### src/rtl/seg7_blink_decoder.sv
// Seven-segment receive monitor: samples A..G, debounces, decodes to a
// character code and classifies it as steady, blinking, blank or unknown.
//
// Ports:
//   clk, reset        : rising-edge clock, async active-high reset
//   A..G              : segment lines, active-high, clk domain
//   char_code[4:0]    : decoded character (31 = unknown, 0 when idle)
//   char_valid        : a recognised character is lit right now
//   blinking          : the character is alternating with blank phases
//   blank             : all segments off
//   pattern_err       : one-cycle pulse when an unknown lit pattern is accepted
module seg7_blink_decoder #(
  parameter int STABLE_CYCLES = 1,
  parameter int MAX_GAP       = 4,
  parameter int MAX_ON        = 64
) (
  input  logic       clk,
  input  logic       reset,
  input  logic       A,
  input  logic       B,
  input  logic       C,
  input  logic       D,
  input  logic       E,
  input  logic       F,
  input  logic       G,
  output logic [4:0] char_code,
  output logic       char_valid,
  output logic       blinking,
  output logic       blank,
  output logic       pattern_err
);

  localparam int RW = $clog2(STABLE_CYCLES + 1);
  localparam int GW = $clog2(MAX_GAP + 2);
  localparam int OW = $clog2(MAX_ON + 2);

  localparam logic [RW-1:0] RUN_ACC = RW'(STABLE_CYCLES - 1);
  localparam logic [RW-1:0] RUN_SAT = RW'(STABLE_CYCLES);
  localparam logic [GW-1:0] GAP_LIM = GW'(MAX_GAP);
  localparam logic [GW-1:0] GAP_SAT = GW'(MAX_GAP + 1);
  localparam logic [OW-1:0] ON_LIM  = OW'(MAX_ON);
  localparam logic [OW-1:0] ON_SAT  = OW'(MAX_ON + 1);
  localparam logic [4:0]    CODE_BAD = 5'd31;

  typedef enum logic [2:0] {
    S_BLANK,
    S_STEADY,
    S_GAP,
    S_BLINK_ON,
    S_BLINK_OFF,
    S_ERROR
  } state_t;

  function automatic logic [4:0] seg_decode(input logic [6:0] p);
    logic [4:0] c;
    case (p)
      7'b1111110: c = 5'd0;
      7'b0110000: c = 5'd1;
      7'b1101101: c = 5'd2;
      7'b1111001: c = 5'd3;
      7'b0110011: c = 5'd4;
      7'b1011011: c = 5'd5;
      7'b1011111: c = 5'd6;
      7'b1110000: c = 5'd7;
      7'b1111111: c = 5'd8;
      7'b1111011: c = 5'd9;
      7'b1110111: c = 5'd10;
      7'b0011111: c = 5'd11;
      7'b1001110: c = 5'd12;
      7'b0111101: c = 5'd13;
      7'b1001111: c = 5'd14;
      7'b1000111: c = 5'd15;
      7'b1100111: c = 5'd16;
      7'b0110111: c = 5'd17;
      7'b0001110: c = 5'd18;
      7'b0111110: c = 5'd19;
      default:    c = CODE_BAD;
    endcase
    return c;
  endfunction

  logic [6:0]    seg_d, seg_q;
  logic [RW-1:0] run_d, run_q;
  state_t        state_d, state_q;
  logic [4:0]    chr_d, chr_q;
  logic [6:0]    errpat_d, errpat_q;
  logic [GW-1:0] gap_d, gap_q;
  logic [OW-1:0] on_d, on_q;
  logic [4:0]    code_d, code_q;
  logic          valid_d, valid_q;
  logic          blink_d, blink_q;
  logic          blank_d, blank_q;
  logic          perr_d, perr_q;

  logic [4:0] dec;
  logic       is_blank;
  logic       is_inv;
  logic       accept;
  logic       acc_blank;
  logic       acc_inv;
  logic       acc_val;
  logic       same;
  logic       gap_to;
  logic       on_to;
  logic       go_err;

  assign seg_d = {A, B, C, D, E, F, G};

  // Run length of seg_q minus one; saturation keeps the
  // acceptance event to a single edge per run.
  always_comb begin
    if (seg_d != seg_q) begin
      run_d = '0;
    end else if (run_q == RUN_SAT) begin
      run_d = run_q;
    end else begin
      run_d = run_q + 1'b1;
    end
  end

  assign dec       = seg_decode(seg_q);
  assign is_blank  = (seg_q == 7'b0000000);
  assign is_inv    = !is_blank && (dec == CODE_BAD);
  assign accept    = (run_q == RUN_ACC);
  assign acc_blank = accept && is_blank;
  assign acc_inv   = accept && is_inv;
  assign acc_val   = accept && !is_blank && !is_inv;
  assign same      = (dec == chr_q);

  // Counter already at its limit means the phase running
  // through this edge is one cycle too long.
  assign gap_to = (gap_q >= GAP_LIM);
  assign on_to  = (on_q >= ON_LIM);

  // Acceptance on an expiry edge is handled as if the timeout
  // had already happened, so the new pattern is never lost.
  always_comb begin
    state_d  = state_q;
    chr_d    = chr_q;
    errpat_d = errpat_q;
    perr_d   = 1'b0;
    go_err   = 1'b0;
    gap_d    = (gap_q == GAP_SAT) ? gap_q : gap_q + 1'b1;
    on_d     = (on_q == ON_SAT) ? on_q : on_q + 1'b1;
    case (state_q)
      S_BLANK: begin
        if (acc_inv) begin
          go_err = 1'b1;
        end else if (acc_val) begin
          state_d = S_STEADY;
          chr_d   = dec;
        end
      end
      S_STEADY: begin
        if (acc_inv) begin
          go_err = 1'b1;
        end else if (acc_blank) begin
          state_d = S_GAP;
          gap_d   = '0;
        end else if (acc_val) begin
          chr_d = dec;
        end
      end
      S_GAP, S_BLINK_OFF: begin
        if (acc_inv) begin
          go_err = 1'b1;
        end else if (acc_val) begin
          if (same && !gap_to) begin
            state_d = S_BLINK_ON;
            on_d    = '0;
          end else begin
            state_d = S_STEADY;
            chr_d   = dec;
          end
        end else if (gap_to) begin
          state_d = S_BLANK;
        end
      end
      S_BLINK_ON: begin
        if (acc_inv) begin
          go_err = 1'b1;
        end else if (acc_blank) begin
          state_d = on_to ? S_GAP : S_BLINK_OFF;
          gap_d   = '0;
        end else if (acc_val && !same) begin
          state_d = S_STEADY;
          chr_d   = dec;
        end else if (on_to) begin
          state_d = S_STEADY;
        end
      end
      S_ERROR: begin
        if (acc_blank) begin
          state_d = S_BLANK;
        end else if (acc_val) begin
          state_d = S_STEADY;
          chr_d   = dec;
        end else if (acc_inv && (seg_q != errpat_q)) begin
          perr_d   = 1'b1;
          errpat_d = seg_q;
        end
      end
      default: begin
        state_d = S_BLANK;
      end
    endcase
    if (go_err) begin
      state_d  = S_ERROR;
      perr_d   = 1'b1;
      errpat_d = seg_q;
    end
  end

  always_comb begin
    code_d  = chr_d;
    valid_d = 1'b0;
    blink_d = 1'b0;
    blank_d = 1'b0;
    case (state_d)
      S_BLANK: begin
        code_d  = 5'd0;
        blank_d = 1'b1;
      end
      S_STEADY: begin
        valid_d = 1'b1;
      end
      S_GAP: begin
        blank_d = 1'b1;
      end
      S_BLINK_ON: begin
        valid_d = 1'b1;
        blink_d = 1'b1;
      end
      S_BLINK_OFF: begin
        blink_d = 1'b1;
        blank_d = 1'b1;
      end
      S_ERROR: begin
        code_d = CODE_BAD;
      end
      default: begin
        code_d  = 5'd0;
        blank_d = 1'b1;
      end
    endcase
  end

  always_ff @(posedge clk or posedge reset) begin
    if (reset) begin
      seg_q    <= '0;
      run_q    <= '0;
      state_q  <= S_BLANK;
      chr_q    <= '0;
      errpat_q <= '0;
      gap_q    <= '0;
      on_q     <= '0;
      code_q   <= '0;
      valid_q  <= 1'b0;
      blink_q  <= 1'b0;
      blank_q  <= 1'b1;
      perr_q   <= 1'b0;
    end else begin
      seg_q    <= seg_d;
      run_q    <= run_d;
      state_q  <= state_d;
      chr_q    <= chr_d;
      errpat_q <= errpat_d;
      gap_q    <= gap_d;
      on_q     <= on_d;
      code_q   <= code_d;
      valid_q  <= valid_d;
      blink_q  <= blink_d;
      blank_q  <= blank_d;
      perr_q   <= perr_d;
    end
  end

  assign char_code   = code_q;
  assign char_valid  = valid_q;
  assign blinking    = blink_q;
  assign blank       = blank_q;
  assign pattern_err = perr_q;

endmodule

### config.mk
export PLATFORM = sky130hd
export DESIGN_NAME = seg7_blink_decoder
export DESIGN_NICKNAME = d
export VERILOG_FILES = /design/src/rtl/seg7_blink_decoder.sv
export SDC_FILE = /design/constraint.sdc
export NUM_CORES = 1
export LEC_CHECK = 0
export BUFFER_PORTS_ARGS = -buffer_cell sky130_fd_sc_hd__buf_2
export CAP_MARGIN = 5
export CORE_MARGIN = 5
export CORE_UTILIZATION = 50
export CTS_BUF_LIST = sky130_fd_sc_hd__clkbuf_16
export CTS_CLUSTER_DIAMETER = 150
export CTS_CLUSTER_SIZE = 25
export DETAILED_ROUTE_END_ITERATION = 16
export HOLD_SLACK_MARGIN = 0.03
export PLACE_DENSITY = 0.66
export SLEW_MARGIN = 40
export SYNTH_ARGS = -nofsm -noshare
export SYNTH_HDL_FRONTEND = slang
export SYNTH_SLANG_ARGS = --single-unit
### constraint.sdc
create_clock -name clk -period 3.95 [get_ports clk]
set_clock_uncertainty 0.15 [all_clocks]
set_input_delay 0.395 -clock clk [delete_from_list [all_inputs] [get_ports clk]]
set_output_delay 0.395 -clock clk [all_outputs]
set_load 0.03 [all_outputs]
==> results list, run 1 <==
* Total negative setup slack: 0 ns
- Number of endpoints failing setup at the final stage: 0
* Resized cells post-CTS: 0
* CTS Sinks: 42
- Met3 wirelength from detailed routing: 360 um
- sky130_fd_sc_hd__dfrtp_1 takes more of the synthesized area than any other cell.
- The final hold violation count came to 0.
* Initial cell density of the core: 51.7%
* CP required: 3.95 ns
- The most numerous cell type found on the critical path is sky130_fd_sc_hd__and3_1.
- After detailed routing, the wire length on met1 is 3.06 mm.
- The number of pins exceeding their max-slew limit in the final report came to 0.
- The slowest stage of the critical path is the sky130_fd_sc_hd__dfrtp_1 cell.
- The synthesized netlist contains 65 unique library cells.
* Number of vias after detailed routing: 2388
- The first global-routing pass estimated 11.0 mm of wire.
- The clock passes through at most 2 buffers.
* Warnings, synthesis: 0
* Via-per-instance ratio: 5.88
* Estimated wirelength of the detail-placed design: 4.43 mm
- Skew-Pair Late Insertion Delay: 0.28 ns
- Worst setup EP type: flip-flop
- Number of inserted filler cells in the final layout: 524
- Final cycle utilization of the critical path: 87.4%
* 1st-iter DRT viols: 310
* Most common cell in the netlist: sky130_fd_sc_hd__nand2_1
- Synthesis produced a netlist with a net count of 341.
- The floorplan step defined a core boundary enclosing 5540 um2.
- Clock-pin slew on the worst setup and hold paths: 0.06 ns
- The H-tree was split into 2 levels.
* Die width: 85.7 um
- Across every metal layer, demand over resource in global routing totals 18.6%.
- For this block, the routed nets add up to 6.36 mm of wire.
- The detailed router used layers up to and including met4.
- Cell chain of the critical path: and3b_1 -> a32o_1 -> a41oi_4 -> nand3_4 -> and3_1 -> or4_4 -> nor2_2 -> and3_1 -> nor3_2
- Worst IR drop on VDD: 0.000251 V
- Chip Height: 85.7 um
* Synthesized cell area: 2860 um2
- TritonCTS clock tree: done
- Post-Place Cell Area: 2940 um2
- Maximum number of pins on one net before global-route repair: 43
- Number of enable flip-flop cells after synthesis: 0
* CP Data Arrival Time: 3.45 ns
- After synthesis, the most frequently instantiated cells are sky130_fd_sc_hd__nand2_1 (56), sky130_fd_sc_hd__dfrtp_1 (41), sky130_fd_sc_hd__nor2_1 (21).
- Of all nets on the critical path, the largest fanout is 25.
- For this run, asynchronously set or reset flops after synthesis account for 100%.
* Number of global-route vias before repair: 2260
- R2R Setup Slk: 0.50 ns
* Drt drc: 0
* CTS buffer count: 5
- Area share of the largest cell type after synthesis: 35.8%
- Antenna cell count: 0
- Input and output buffers added on the ports amount to 17.
- Synthesized area per cell: 8.76 um2
- Power per cell area: 485 nW/um2
- Proportion of synthesized chip area in sequential cells: 36.7%
* # Max-Cap Violations: 0
- The area growth from synthesis to layout is 7.43%.
- After clock tree synthesis, the setup repair step added 0 buffers.
- Global routing finished with a remaining overflow of 0.
- Counting flops and latches in the post-synthesis netlist gives 42.
* Number of instances in the synthesized netlist: 327
* Antenna-violating nets left: 0
* Most area-consuming cells after synthesis: sky130_fd_sc_hd__dfrtp_1 (36%), sky130_fd_sc_hd__nand2_1 (7.3%), sky130_fd_sc_hd__xnor2_1 (4.9%)
- Worst Tran Pin Value: 0.730 ns
- In this run the worst hold path is classified as input port to async pin.
- The pre-antenna-repair detailed-routing pass consisted of 4 iterations.
- In this run the critical register-to-register path is captured at on_q[2]$_DFF_PP0_.
- In this design, the largest share of critical-path delay is due to simple AND/OR/NAND/NOR gates.
- The number of buffers and inverters on the critical path is 0.
- Based on the critical path, the design can be clocked at up to 290 MHz.
- After detailed routing, the average wire length per cell comes to 15.7 um.
- On the worst path, the slowest cell contributes a delay of 0.81 ns.
- In the final layout, the share of cells above drive strength 1 is 13.2%.
- RSZ-0062 raised after global routing: false
* Placement Rows: 27
- RR Startpoint: seg_q[3]$_DFF_PP0_
- With fillers left out, the area of the finished cells amounts to 3080 um2.
- The setup path with the least slack is of type flip-flop to flip-flop.
- Die footprint: 7340 um2
- The number of hold buffers added after CTS was 0.
* Leakage power: 1.33 nW
* Synth Flop Type: sky130_fd_sc_hd__dfrtp_1
* Final RePlAce weighted congestion: 0.876
- Max-slew headroom at the worst pin: 51.3%
- Cell at the root of the clock tree: sky130_fd_sc_hd__clkbuf_16
- Detailed routing placed a total of 2.83 mm of wire on met2.
- Setup crit start kind: flip-flop
* Ports placed on the boundary: 18
- Initial antenna violation count: 0
* Clock period minus worst slack: 3.45 ns
- The final layout contains 347 nets.
- For the worst flop-to-flop path, the logic depth is 9.
- Run status: complete, no violations
cell usage in the layout (no fill, tap or decap), drive strengths merged, types with 3 or more instances in the layout:
| cell type | count |
|---|---|
| nor2 | 26 |
| a32o | 4 |
| dfrtp | 41 |
| a31oi | 3 |
| clkbuf | 5 |
| nand3 | 15 |
| nand2 | 56 |
| and2 | 6 |
| a21oi | 11 |
| inv | 13 |
| buf | 19 |
| nand4 | 4 |
| nor3 | 7 |
| nor3b | 3 |
| a211oi | 3 |
| a32oi | 4 |
| and3 | 8 |
| xor2 | 11 |
| ha | 5 |
| nor2b | 8 |
| xnor2 | 16 |
| o21ai | 20 |
metrics by stage:
stage                     power (mW)  cells  utilization [%]  worst slack, ns  hold WS, ns
after floorplan                 1.00    327                -             1.07        0.276
after global placement          1.11    398             53.1            0.574        0.335
after detailed placement        1.12    398             53.1            0.522        0.340
after CTS                       1.51    406             55.5            0.495       0.0862
after global routing            1.60    406             55.5            0.260       0.0804
final                           1.49    406             55.5            0.496       0.0862
sequential cells by signal, indices dropped and copies added (netlist names):
signal,flops
char_valid,1
pattern_err,1
char_code,5
blinking,1
gap_q,3
chr_q,5
on_q,7
seg_q,7
errpat_q,7
state_q,3
blank,1
run_q,1
how the worst max path moves through the flow:
stage | depth (start not counted) | startpoint | to
final | 9 | seg_q[3]$_DFF_PP0_ | on_q[2]$_DFF_PP0_
after global routing | 9 | seg_q[3]$_DFF_PP0_ | on_q[2]$_DFF_PP0_
after CTS | 9 | seg_q[3]$_DFF_PP0_ | on_q[2]$_DFF_PP0_
after detailed placement | 9 | seg_q[3]$_DFF_PP0_ | on_q[2]$_DFF_PP0_
after global placement | 9 | seg_q[3]$_DFF_PP0_ | on_q[5]$_DFF_PP0_
after floorplan | 10 | seg_q[5]$_DFF_PP0_ | char_code[1]$_DFF_PP0_
area by class of cell:
cell class / count / area [um2] / area share [%]
sequential: 42 / 1050 / 34.2
tap: 72 / 90.1 / 2.93
multi-input combinational: 253 / 1650 / 53.7
clock inverter: 3 / 11.3 / 0.366
inverter: 12 / 45.0 / 1.46
clock buffer: 5 / 125 / 4.07
timing repair buffer: 19 / 100 / 3.25
layer usage:
| layer | track usage, % | vias to the layer above |
|---|---|---|
| li1 | - | 1161 |
| met1 | 27.9 | 1153 |
| met2 | 26.6 | 65 |
| met3 | 3.94 | 9 |
| met4 | 6.04 | 0 |
| met5 | 0 | - |
worst reg2reg max path: stages (launching register included):
cell	delay [ns]
sky130_fd_sc_hd__dfrtp_1	0.81
sky130_fd_sc_hd__and3b_1	0.27
sky130_fd_sc_hd__a32o_1	0.29
sky130_fd_sc_hd__a41oi_4	0.29
sky130_fd_sc_hd__nand3_4	0.12
sky130_fd_sc_hd__and3_1	0.20
sky130_fd_sc_hd__or4_4	0.54
sky130_fd_sc_hd__nor2_2	0.15
sky130_fd_sc_hd__and3_1	0.42
sky130_fd_sc_hd__nor3_2	0.08
power breakdown:
group / switching, mW / leakage (nW) / internal, mW / total [mW]
registers: 0.124 / 0.483 / 0.529 / 0.653
logic: 0.257 / 0.776 / 0.201 / 0.458
clock network: 0.154 / 0.0738 / 0.227 / 0.381
cells by family after synthesis:
| group | synth area share, % |
|---|---|
| compound gates | 17.8 |
| xor+xnor | 8.26 |
| fa+ha+maj | 2.18 |
| buf+inv | 5.55 |
| flops | 36.7 |
| mux | 1.09 |
| simple gates | 28.4 |
No activity file was read; power rests on OpenSTA's default activity.
==> inputs of run 2 (changes only) <==
--- a/config.mk
+++ b/config.mk
@@ -14,7 +14,7 @@
 export CTS_CLUSTER_SIZE = 25
 export DETAILED_ROUTE_END_ITERATION = 16
 export HOLD_SLACK_MARGIN = 0.03
-export PLACE_DENSITY = 0.66
+export PLACE_DENSITY = 0.68
 export SLEW_MARGIN = 40
 export SYNTH_ARGS = -nofsm -noshare
 export SYNTH_HDL_FRONTEND = slang
==> constraint.sdc (replaced) <==
create_clock -name clk -period 3.1 [get_ports clk]
set_clock_uncertainty 0.15 [all_clocks]
set_input_delay 0.31 -clock clk [delete_from_list [all_inputs] [get_ports clk]]
set_output_delay 0.31 -clock clk [all_outputs]
set_load 0.03 [all_outputs]
==> results list, run 2 (synthesis gave the netlist of run 1 again) <==
* Run status: complete, no violations
- The part of the power in combinational logic is 32.0% (+1.3 points).
- Total Routing Usage GR: 19.8% (+1.2 points)
- The fraction of the core area covered by cells at the end of the flow is 63.6% (+8.1 points).
* Wire per inst: 15.5 um (-1.1%)
* Worst Setup Path Type: flip-flop to flip-flop
- CTS Sinks: 42 (unchanged)
- Total count of hold-check failures in the final report: 0 (unchanged)
* Origin of the worst setup path: seg_q[3]$_DFF_PP0_
- The final hold slack was 0.350 ns (+0.264 ns).
- The final layout net count was 393 (+13%).
- Number of endpoints failing setup at the final stage: 0 (unchanged)
- Clock-pin slew on the worst setup and hold paths: 0.06 ns (about the same)
* Commonest cells after routing, fill and taps aside: sky130_fd_sc_hd__nand2_1 (56), sky130_fd_sc_hd__buf_4 (38), sky130_fd_sc_hd__dfrtp_1 (34)
* Residual overflow from global routing: 0 (unchanged)
* Total negative setup slack: 0 ns (unchanged)
* Top flop regs: errpat_q x7, on_q x7, seg_q x7
* R2R Path End: char_code[1]$_DFF_PP0_
* Tot Pwr: 2.07 mW (+39%)
- TritonCTS built the clock tree.
* Count of H-tree levels built during CTS: 2 (unchanged)
* Initial cell density of the core: 51.7% (unchanged)
* Worst setup EP type: flip-flop
- Worst setup endpoint: char_code[1]$_DFF_PP0_
- Ports placed on the boundary: 18 (unchanged)
* Clock period minus worst slack: 3.05 ns (-0.405 ns)
* CTS buffer count: 5 (unchanged)
- The length of the first detailed-routing pass in iterations is 5 (+1).
- Final RePlAce weighted congestion: 0.961 (+9.7%)
* Skew-Pair Late Insertion Delay: 0.28 ns (about the same)
- Antenna-violating nets left: 0 (unchanged)
* R2R Setup Slk: 0.05 ns (-0.45 ns)
- The count of standard-cell rows came to 27 (unchanged).
* Wire length of the first global-routing pass: 11.9 mm (+8.3%)
- Setup repair after global routing could not meet its margin everywhere.
- Max-slew headroom at the worst pin: 53.3% (+1.9 points)
* Number of global-route vias before repair: 2423 (+7.2%)
* Highest net fanout along the worst path: 8 (-68%)
- The net switching power came to 0.721 mW (+35%).
- The share of layout cells above drive strength 1 came to 25.0% (+12 points).
* Clock network power share: 28.4% (+2.8 points)
- Leakage power: 1.57 nW (+18%)
- Initial antenna violation count: 0 (unchanged)
- The number of vias per cell was 5.71 (-2.9%).
* Power per cell area: 588 nW/um2 (+21%)
- The part of the cycle the worst path needs was 98.4% (+11 points).
* Final WS setup: 0.0507 ns (-0.445 ns)
- Place WS: -0.0427 ns (-0.564 ns)
- The total wire length was 7.00 mm (+10%).
- Switching portion of total power: 34.7% (-1.1 points)
* Max Root-Sink Buffers: 2 (unchanged)
- Estimated wirelength of the detail-placed design: 4.92 mm (+11%)
* Proportion of power drawn by flip-flops and latches: 39.6% (-4.1 points)
* 1st-iter DRT viols: 205 (-34%)
* Cell at the root of the clock tree: sky130_fd_sc_hd__clkbuf_16
- The remaining design rule violation count came to 0 (unchanged).
* Port-buffer cells: 17 (unchanged)
* Maximum clock rate: 328 MHz (+13%)
- Internal power: 1.35 mW (+41%)
- Die width: 85.7 um (unchanged)
- Antenna cell count: 0 (unchanged)
- CP required: 3.15 ns (-0.80 ns)
- The library cell used most frequently in the layout, excluding fill and tap cells, is sky130_fd_sc_hd__nand2_1.
- In this run the worst hold path is classified as flip-flop to flip-flop.
- Worst IR drop on VDD: 0.000478 V (+90%)
- The area of the core came to 5540 um2 (unchanged).
- The worst-margin pin slew was 0.697 ns (-0.0333 ns).
* RR Startpoint: seg_q[3]$_DFF_PP0_
- Setup crit start kind: flip-flop
- # Max-Cap Violations: 0 (unchanged)
* Number of vias after detailed routing: 2581 (+8.1%)
- Maximum number of pins on one net before global-route repair: 24 (-44%)
- The signal arrival time at the worst endpoint was 3.10 ns (-0.35 ns).
- Max-slew violation total from the final report: 0 (unchanged)
- Chip Height: 85.7 um (unchanged)
- The area growth from synthesis to layout is 23.1%.
- Reg2reg path depth: 10 (+1)
- The total die area came to 7340 um2 (unchanged).
==> run 2: routing by layer <==
metal / share of wire (%) / track usage (%) / vias to the layer above
met1: 46 / 30.7 / 1202
li1: - / - / 1262
met2: 45 / 28.9 / 104
met5: 0 / 0 / -
met4: 1.7 / 5.18 / 0
met3: 7.1 / 2.59 / 13
==> run 2: worst min path at each step <==
| stage | endpoint | cells after the start | startpoint | slack (ns) |
|---|---|---|---|---|
| after global placement | chr_q[2]$_DFF_PP0_ | 2 | reset | 0.20 |
| final | errpat_q[0]$_DFFE_PP0P_ | 2 | errpat_q[0]$_DFFE_PP0P_ | 0.35 |
| after CTS | errpat_q[0]$_DFFE_PP0P_ | 2 | errpat_q[0]$_DFFE_PP0P_ | 0.35 |
| after floorplan | seg_q[0]$_DFF_PP0_ | 0 | G | 0.19 |
| after detailed placement | chr_q[2]$_DFF_PP0_ | 2 | reset | 0.21 |
| after global routing | errpat_q[1]$_DFFE_PP0P_ | 2 | errpat_q[1]$_DFFE_PP0P_ | 0.38 |
==> run 2: through the flow <==
step	cell area, um2	instances
2_1_floorplan	2860	327
3_3_place_gp	3180	428
3_5_place_dp	3180	428
4_1_cts	3430	445
5_1_grt	3520	452
6_report	3520	452
==> run 2: critical path, stage by stage (launching register included) <==
cell and delay, ns:
sky130_fd_sc_hd__dfrtp_2 0.46, sky130_fd_sc_hd__buf_4 0.18, sky130_fd_sc_hd__o21ai_0 0.19, sky130_fd_sc_hd__a2bb2o_4 0.26
sky130_fd_sc_hd__a211oi_4 0.28, sky130_fd_sc_hd__nand2_1 0.13, sky130_fd_sc_hd__xnor2_1 0.16, sky130_fd_sc_hd__or4_4 0.52
sky130_fd_sc_hd__nor2_4 0.12, sky130_fd_sc_hd__mux2_2 0.35, sky130_fd_sc_hd__a32oi_1 0.16
==> run 2: repair_timing <==
item | in CTS | in global routing
buffers inserted | 1 | 7
resized for setup | 2 | 13
pin swaps | 1 | 3
hold endpoints to repair | 26 | 0
hold buffers | 8 | 0
endpoints found under the setup margin | 3 | 16
==> run 2: cell type report <==
class                           instances  area (um2)
Timing Repair Buffer                   65         482
Clock buffer                            5         125
Clock inverter                          3        40.0
Fill cell                             474        2020
Tap cell                               72        90.1
Sequential cell                        42        1060
Multi-Input combinational cell        253        1680
Inverter                               12        45.0
==> run 2: power groups by stage <==
stage / clock network (mW) / logic, mW / registers (mW)
after floorplan: 0 / 0.438 / 0.836
after global placement: 0 / 0.620 / 0.819
after detailed placement: 0 / 0.638 / 0.823
after CTS: 0.597 / 0.648 / 0.816
after global routing: 0.626 / 0.747 / 0.844
final: 0.589 / 0.663 / 0.822
==> inputs of run 3 (changes only) <==
--- a/config.mk
+++ b/config.mk
@@ -5,16 +5,17 @@
 export SDC_FILE = /design/constraint.sdc
 export NUM_CORES = 1
 export LEC_CHECK = 0
-export BUFFER_PORTS_ARGS = -buffer_cell sky130_fd_sc_hd__buf_2
 export CAP_MARGIN = 5
 export CORE_MARGIN = 5
-export CORE_UTILIZATION = 50
+export CORE_UTILIZATION = 35
 export CTS_BUF_LIST = sky130_fd_sc_hd__clkbuf_16
 export CTS_CLUSTER_DIAMETER = 150
 export CTS_CLUSTER_SIZE = 25
 export DETAILED_ROUTE_END_ITERATION = 16
+export DONT_BUFFER_PORTS = 1
+export GPL_TIMING_DRIVEN = 0
 export HOLD_SLACK_MARGIN = 0.03
-export PLACE_DENSITY = 0.68
+export PLACE_DENSITY = 0.49
 export SLEW_MARGIN = 40
 export SYNTH_ARGS = -nofsm -noshare
 export SYNTH_HDL_FRONTEND = slang
==> results list, run 3 (synthesis gave the netlist of run 1 again) <==
* Top flop regs: errpat_q x7, on_q x7, seg_q x7
* Clock period minus worst slack: 3.09 ns (+0.0373 ns)
- CP Data Arrival Time: 3.14 ns (+0.04 ns)
* Fin util: 43.5% (-20 points)
* 1st-iter DRT viols: 96 (-53%)
- The worst-margin pin slew came to 0.572 ns (-0.125 ns).
- CTS placed an instance of sky130_fd_sc_hd__clkbuf_16 at the clock tree root.
* Total count of hold-check failures in the final report: 0 (unchanged)
- The multi-input combinational cell area came to 1780 um2 (+6.1%).
* Die footprint: 10100 um2 (+37%)
- Leading cell type in the layout, fill and taps excluded: sky130_fd_sc_hd__nand2_1
- The count of standard-cell rows came to 33 (+22%).
* TritonCTS clock tree: done
- Wire length of the first global-routing pass: 12.1 mm (+1.6%)
- The internal power consumption is 1.24 mW (-8.2%).
- The die height is 100 um (+17%).
* Proportion of power drawn by flip-flops and latches: 43.5% (+3.9 points)
- Setup crit start kind: flip-flop
- Maximum number of pins on one net before global-route repair: 36 (+50%)
* Final Cell Area: 3520 um2 (about the same)
- The average wire per cell in the routed design came to 15.7 um (+1.6%).
- The share of layout cells above drive strength 1 came to 20.8% (-4.2 points).
* Power per cell area: 559 nW/um2 (-5.0%)
* Max Root-Sink Buffers: 2 (unchanged)
* Combinational share of power: 30.2% (-1.8 points)
- Drt drc: 0 (unchanged)
* Max-slew headroom at the worst pin: 61.8% (+8.5 points)
- CP required: 3.16 ns (about the same)
- The die outline width is 100 um (+17%).
- The total track usage was 15.0% (-4.8 points).
- The total of max-cap violations was 0 (unchanged).
- The last weighted congestion value of the routability-driven placer is 0.809 (-16%).
- CTS buffer count: 5 (unchanged)
- Initial cell density of the core: 35.4% (-16 points)
- The length of the first detailed-routing pass in iterations is 5 (unchanged).
- Final cycle utilization of the critical path: 99.6% (+1.2 points)
- Final nets: 369 (-6.1%)
* Number of endpoints failing setup at the final stage: 0 (unchanged)
* Initial antenna violation count: 0 (unchanged)
- Clock network power share: 26.3% (-2.1 points)
- RSZ-0062 raised after global routing: true
- The net switching power is 0.727 mW (+0.91%).
- The count of input and output buffers is 0 (-17).
- Max-slew violation total from the final report: 0 (unchanged)
- The post-place instance area came to 3020 um2 (-5.0%).
- Ports placed on the boundary: 18 (unchanged)
- The area growth from synthesis to layout came to 23.0% (about the same).
- Leakage power: 1.48 nW (-5.4%)
- The number of global-route vias before repair is 2423 (unchanged).
- Worst Setup Path Type: flip-flop to flip-flop
- The final HPWL from detailed placement is 4.89 mm (-0.48%).
- The clock slew seen by the registers of the worst setup and hold paths came to 0.06 ns (about the same).
* Number of vias after detailed routing: 2490 (-3.5%)
- Highest net fanout along the worst path: 10 (+2)
- Worst hold path class: input port to flip-flop
* Tot Pwr: 1.97 mW (-5.0%)
* CTS Sinks: 42 (unchanged)
- Commonest cells after routing, fill and taps aside: sky130_fd_sc_hd__nand2_1 (55), sky130_fd_sc_hd__dfrtp_1 (40), sky130_fd_sc_hd__nor2_1 (20)
- Total wire length after detailed routing: 7.25 mm (+3.6%)
- Worst IR drop on VDD: 0.000233 V (-51%)
- The sequential standard cell area was 1050 um2 (-0.71%).
- The antenna violation net count after detailed routing was 0 (unchanged).
- Worst setup EP type: flip-flop
- The achievable clock frequency was 324 MHz (-1.2%).
- Placeable core area: 8090 um2 (+46%)
- The flow ran to the end, and the final reports show no timing, DRC or antenna violations.
* Skew-Pair Late Insertion Delay: 0.29 ns (about the same)
- Via-per-instance ratio: 5.40 (-5.4%)
* Residual overflow from global routing: 0 (unchanged)
- Fin Hold WS: 0.0711 ns (-0.279 ns)
* Number of inserted filler cells in the final layout: 823 (+74%)
- Switching portion of total power: 36.9% (+2.2 points)
- The antenna cell count came to 0 (unchanged).
- The total number of H-tree levels is 2 (unchanged).
[run 3: cell types whose count changed in the layout (fill, tap and decap cells not counted), moves of 6 or more]
cell                       previous run  this run
sky130_fd_sc_hd__dfrtp_2              7         1
sky130_fd_sc_hd__buf_4               38        12
sky130_fd_sc_hd__buf_6                1        10
sky130_fd_sc_hd__clkbuf_1             0         6
sky130_fd_sc_hd__dfrtp_1             34        40
sky130_fd_sc_hd__buf_2               17         1
[run 3: power groups by stage]
stage               registers, mW  clock network (mW)  logic [mW]
floorplan                   0.836                   0       0.438
global placement            0.867                   0       0.527
detailed placement          0.867                   0       0.534
CTS                         0.857               0.541       0.547
global route                0.876               0.560       0.663
finish                      0.857               0.517       0.595
[run 3: final timing paths]
| path | slack (ns) | to | cells past startpoint | startpoint |
|---|---|---|---|---|
| setup reg to reg | 0.01 | char_code[1]$_DFF_PP0_ | 9 | seg_q[4]$_DFF_PP0_ |
| setup / recovery | 0.01 | char_code[1]$_DFF_PP0_ | 9 | seg_q[4]$_DFF_PP0_ |
| hold reg to reg | 0.34 | errpat_q[2]$_DFFE_PP0P_ | 2 | errpat_q[2]$_DFFE_PP0P_ |
| max in group asynchronous | 2.09 | blank$_DFF_PP1_ | 3 | reset |
| min in group asynchronous | 0.24 | seg_q[5]$_DFF_PP0_ | 2 | reset |
| hold / removal | 0.07 | run_q$_DFF_PP0_ | 3 | G |
[run 3: what timing repair did]
action                     4_1_cts  5_1_grt
setup endpoints to repair       15       22
cloned                           0        0
setup buffers                    0       12
resized for setup                3       48
hold buffers                     8        0
hold endpoints to repair        48        0
pin swaps                        0       15
[run 3: area by class of cell]
cell class	instances	area share, %
repair buffers	21	5.97
well taps	105	3.73
clock buffers	5	3.55
inverters	12	1.35
flip-flops and latches	42	29.9
plain buffers	20	4.40
multi-input cells	253	50.6
clock inverters	3	0.462
[run 3: layer usage]
layer	share of wire, %	up-vias	GRT usage (%)
met5	0	-	0
met2	48	45	23.6
met4	2.0	0	6.01
met3	3.2	10	2.70
li1	-	1206	-
met1	47	1229	20.3
[run 3: through the flow]
stage	TNS, ns	setup WS (ns)	instances
final	0	0.0134	461
after global routing	-0.197	-0.0642	461
after CTS	-0.269	-0.0569	449
after detailed placement	-1.34	-0.191	433
after global placement	-2.02	-0.224	432
after floorplan	0	0.217	327
[run 3: critical path: stages, from the launching register on]
cell and delay, ns:
sky130_fd_sc_hd__dfrtp_1 0.45, sky130_fd_sc_hd__buf_4 0.22, sky130_fd_sc_hd__and3_1 0.18, sky130_fd_sc_hd__a221oi_4 0.43, sky130_fd_sc_hd__nand3_4 0.15, sky130_fd_sc_hd__and3_4 0.21, sky130_fd_sc_hd__or4_4 0.55, sky130_fd_sc_hd__nor2_4 0.15
sky130_fd_sc_hd__mux2_4 0.32, sky130_fd_sc_hd__a32oi_1 0.19
